`src/rtl/bound_flasher_seq.sv`:
```
// Thermometer LED bar that walks a table of alternating UP/DOWN phases, with flick kickback, loop mode and done pulse.
// Latency: one count step per prescaler tick, all outputs registered; no backpressure, en=0 freezes everything.
module bound_flasher_seq #(
    parameter int                     LED_W   = 16,
    parameter int                     CNT_W   = 5,
    parameter int                     NSTEP   = 6,
    parameter int                     SW      = 3,
    parameter logic [NSTEP*CNT_W-1:0] BOUNDS  = {5'd0, 5'd7, 5'd0, 5'd11, 5'd5, 5'd16},
    parameter int                     KICK_LO = 0,
    parameter int                     KICK_HI = 5,
    parameter int                     DIV     = 1
) (
    input  logic             clk,
    input  logic             rst_n,
    input  logic             flick,
    input  logic             en,
    input  logic             loop,
    output logic [LED_W-1:0] LED,
    output logic [CNT_W-1:0] count,
    output logic [SW-1:0]    step,
    output logic             busy,
    output logic             done
);
    typedef enum logic [1:0] {IDLE, UP, DOWN} state_t;

    localparam int               PW   = (DIV > 1) ? $clog2(DIV) : 1;
    localparam logic [PW-1:0]    PMAX = PW'(DIV - 1);
    localparam logic [SW-1:0]    LAST = SW'(NSTEP - 1);
    localparam logic [CNT_W-1:0] KLO  = CNT_W'(KICK_LO);
    localparam logic [CNT_W-1:0] KHI  = CNT_W'(KICK_HI);

    state_t           state_q, state_d;
    logic [CNT_W-1:0] count_q, count_d;
    logic [SW-1:0]    step_q, step_d;
    logic [LED_W-1:0] led_q, led_d;
    logic [PW-1:0]    presc_q, presc_d;
    logic             done_q, done_d;
    logic             busy_q;
    logic             tick;
    logic             finish;
    logic [CNT_W-1:0] bound;

    always_comb begin
        bound = '0;
        for (int k = 0; k < NSTEP; k++) begin
            if (step_q == SW'(k)) bound = BOUNDS[k*CNT_W +: CNT_W];
        end
    end

    assign tick = en && (presc_q == PMAX);

    always_comb begin
        state_d = state_q;
        count_d = count_q;
        step_d  = step_q;
        presc_d = presc_q;
        done_d  = 1'b0;
        finish  = 1'b0;
        if (en) presc_d = (presc_q == PMAX) ? '0 : presc_q + 1'b1;
        if (tick) begin
            case (state_q)
                IDLE: begin
                    count_d = '0;
                    if (flick) begin
                        state_d = UP;
                        step_d  = '0;
                    end
                end
                UP: begin
                    if (count_q < bound) begin
                        count_d = count_q + 1'b1;
                    end else if (step_q == LAST) begin
                        finish = 1'b1;
                    end else begin
                        state_d = DOWN;
                        count_d = count_q - 1'b1;
                        step_d  = step_q + 1'b1;
                    end
                end
                DOWN: begin
                    // Kickback outranks the normal move, but never on the final phase.
                    if (flick && (count_q == KLO || count_q == KHI) && step_q != LAST) begin
                        state_d = UP;
                        step_d  = step_q - 1'b1;
                    end else if (count_q > bound) begin
                        count_d = count_q - 1'b1;
                    end else if (step_q != LAST) begin
                        state_d = UP;
                        count_d = count_q + 1'b1;
                        step_d  = step_q + 1'b1;
                    end else begin
                        finish = 1'b1;
                    end
                end
                default: state_d = IDLE;
            endcase
            if (finish) begin
                done_d = 1'b1;
                step_d = '0;
                if (loop) begin
                    state_d = UP;
                end else begin
                    state_d = IDLE;
                    count_d = '0;
                end
            end
        end
    end

    always_comb begin
        led_d = '0;
        for (int i = 0; i < LED_W; i++) led_d[i] = (i < int'(count_d));
    end

    always_ff @(posedge clk or negedge rst_n) begin
        if (!rst_n) begin
            state_q <= IDLE;
            count_q <= '0;
            step_q  <= '0;
            led_q   <= '0;
            presc_q <= '0;
            done_q  <= 1'b0;
            busy_q  <= 1'b0;
        end else begin
            state_q <= state_d;
            count_q <= count_d;
            step_q  <= step_d;
            led_q   <= led_d;
            presc_q <= presc_d;
            done_q  <= done_d;
            busy_q  <= (state_d != IDLE);
        end
    end

    assign LED   = led_q;
    assign count = count_q;
    assign step  = step_q;
    assign busy  = busy_q;
    assign done  = done_q;
endmodule

```
`config.mk`:
```
export PLATFORM = sky130hd
export DESIGN_NAME = bound_flasher_seq
export DESIGN_NICKNAME = d
export VERILOG_FILES = /design/src/rtl/bound_flasher_seq.sv
export SDC_FILE = /design/constraint.sdc
export NUM_CORES = 1
export LEC_CHECK = 0
export ABC_AREA = 1
export BUFFER_PORTS_ARGS = -buffer_cell sky130_fd_sc_hd__buf_2
export CAP_MARGIN = 10
export CELL_PAD_IN_SITES_DETAIL_PLACEMENT = 2
export CELL_PAD_IN_SITES_GLOBAL_PLACEMENT = 2
export CORE_ASPECT_RATIO = 1.75
export CORE_MARGIN = 4
export CORE_UTILIZATION = 34
export CTS_BUF_LIST = sky130_fd_sc_hd__clkbuf_4 sky130_fd_sc_hd__clkbuf_8
export CTS_CLUSTER_SIZE = 24
export DETAILED_ROUTE_END_ITERATION = 10
export PLACE_DENSITY_LB_ADDON = 0.12
export SETUP_SLACK_MARGIN = 0.4
export SLEW_MARGIN = 40
export SYNTH_ARGS = -nofsm -noshare
export SYNTH_HDL_FRONTEND = slang
export SYNTH_SLANG_ARGS = --single-unit
```
`constraint.sdc`:
```
create_clock -name clk -period 3.1 [get_ports clk]
set_input_delay 0 -clock clk [delete_from_list [all_inputs] [get_ports clk]]
set_output_delay 0 -clock clk [all_outputs]
set_load 0.02 [all_outputs]
```
==> run_results.csv <==
group,metric,value,unit
status,status,"complete, no violations",
sta,tightest_slew,0.624,ns
global_routing,grt_pass1_vias,2487,
yosys,syn_inst,299,
clock_tree,tritoncts,"done",
floorplan,io_pins,31,
sta,report.final.hold_viol_count,0,
route,drc,0,
yosys,synth-async-reset-ratio,1.00,
yosys,yosys.area.top_type,"dfrtp_1",
place,port_buffers,30,
clock_tree,cts_max_level,1,
global_routing,grt_pass1_wl,12700,um
sta,rsz0062_at_grt,"yes",
place,dp_hpwl,5940,um
yosys,synth-seq-cells,27,
clock_tree,clockBufferDepth,2,
sta,fmax,330,MHz
yosys,synth_common_cells,"89 x nand2_1, 35 x inv_1, 34 x nand3_1",
yosys,synth_edf_count,0,
floorplan,core,6280,um2
run,maxCapViolations,0,
yosys,yosys.area.top_type_share,0.306,
sta,fin_crit,3.03,ns
yosys,yosysMostFrequentCell,"nand2_1",
yosys,synth_area_leaders,"dfrtp_1 31%, nand2_1 15%, ha_1 11%, nand3_1 7.7%, inv_1 6.0%",
worst_setup_path,endpoint_kind,"flop",
clock_tree,path_clk_slew,0.10,ns
route,first_pass_iters,4,
global_routing,grt_usage,0.216,
yosys,yosysSeqAreaShare,0.306,
route,viasPerCell,5.26,
clock_tree,root_buffer,"clkbuf_8",
floorplan,die_area,7890,um2
global_routing,overflow,0,
floorplan,fp.dieH,115,um
sta,max_slew_margin,0.584,
sta,final-setup-viol-count,0,
place,place_inst,412,
global_routing,antenna_found_initial,0,
yosys,synth.avg_cell_area,7.38,um2
yosys,synth_nets,324,
cells_and_area,antenna_cells_inserted,0,
place,gp_congestion,0.854,
yosys,syn_area,2210,um2
route,detail_route.wl_per_cell,20.6,um
cells_and_area,drive_above_1_share,0.426,
floorplan,initial_utilization,0.351,
sta,finClkSkew,0.0102,ns
floorplan,rows,38,
clock_tree,numCtsBuffers,3,
cells_and_area,area_growth,38.3,%
worst_setup_path,crit_fanout,7,
global_routing,grt_max_degree,28,
worst_setup_path,worstPathRequired,3.27,ns
route,ant_nets,0,
worst_setup_path,critPathArrivalTime,3.20,ns
sta,whs,0.0646,ns
floorplan,die_w,68.9,um
sta,drv_slew,0,
worst_setup_path,start_kind,"flop",
route,drt-initial-drc-count,82,
route,num_vias,2298,
route,drt-total-wl,9010,um
cells_and_area,fin_cells,437,
sta,fin_crit_sh,0.978,
clock_tree,insertion_delay,0.28,ns
yosys,ys_warn_count,0,
yosys,yosysUniqueCellTypes,32,
cells_and_area,nets,383,
clock_tree,cts.sinks,27,
min_path,hold_path.class,"in2reg",
worst_setup_path,path_class,"reg2reg",
yosys,ys.flop_type,"dfrtp_1",
-- per-layer routing --
layer / track usage / routed length, um / up-vias
li1: - / - / 1079
met1: 0.233 / 3150 / 1140
met2: 0.408 / 5110 / 53
met3: 0.0196 / 269 / 26
met4: 0.0872 / 469 / 0
met5: 0 / 0 / -
-- layout by cell type, fill, tap and decap left out, types with 10 or more instances in the layout --
cell type,count
nand3_1,25
nand2_1,72
nand2_2,17
buf_4,21
dfrtp_1,24
buf_2,30
ha_1,12
nor2_1,12
inv_1,26
nand4_1,10
nand3_2,12
nor2_4,10
-- final cells by class --
type,instances,area [um2]
tap,80,100
multi-input combinational,228,1670
timing repair buffer,59,397
inverter,39,156
clock buffer,4,48.8
sequential,27,679
fill,715,3230
-- worst paths after layout --
path                          from         end  slack (ns)  cells after the start
max in group asynchronous    rst_n     step[0]        2.41                      2
setup reg to reg           step[0]      LED[8]        0.07                     20
setup / recovery           step[0]      LED[8]        0.07                     20
hold / removal                  en  state_q[0]        0.06                      3
hold reg to reg            step[0]     step[0]        0.68                      2
min in group asynchronous    rst_n     LED[11]        0.26                      2
-- stage by stage --
step / setup TNS [ns] / utilization / area, um2 / setup WS (ns)
6_report: 0 / 0.486 / 3050 / 0.0688
3_3_place_gp: 0 / 0.403 / 2530 / 0.0127
3_5_place_dp: -0.0735 / 0.403 / 2530 / -0.0636
2_1_floorplan: 0 / - / 2260 / 0.412
5_1_grt: -1.23 / 0.486 / 3050 / -0.136
4_1_cts: 0 / 0.449 / 2820 / 0.180
-- critical path, cell delays in order, from the launching register on --
cell and delay [ns]:
dfrtp_2 0.47, buf_6 0.14, ha_4 0.17, inv_4 0.07, o21ai_2 0.05, nand3b_1 0.21, ha_4 0.33, nand2_4 0.07
nor2_4 0.17, nand2_4 0.08, nand3_4 0.13, buf_6 0.16, nand2_1 0.07, nand3_1 0.10, nand2_1 0.09, inv_1 0.09
nand2_2 0.07, nand2_2 0.09, nor2_2 0.06, a21oi_4 0.21, nand3_2 0.08
-- cell families (layout without fill, tap and decap cells) --
logic type / after synthesis / in the layout / share of synthesized area
adder cells (fa/ha/maj): 20 / 20 / 0.113
buffers and inverters: 44 / 102 / 0.0857
AO/OA/AOI/OAI: 28 / 28 / 0.0817
flip-flops: 27 / 27 / 0.306
XOR/XNOR: 1 / 1 / 0.00397
AND/OR/NAND/NOR: 179 / 179 / 0.409
-- timing repair --
| item | CTS | global route |
|---|---|---|
| resized for setup | 40 | 45 |
| endpoints found under the hold margin | 27 | 0 |
| endpoints found under the setup margin | 26 | 26 |
| hold buffers | 1 | 0 |
| buffers inserted | 10 | 10 |
| pin swaps | 21 | 32 |
-- state kept, by name (all words and copies together) (netlist names) --
register / flops
step: 3
state_q: 2
count: 5
done: 1
LED: 15
busy: 1
Power is not shown: default switching activity piles up to over one toggle a cycle in this logic, so the estimate is an artifact.
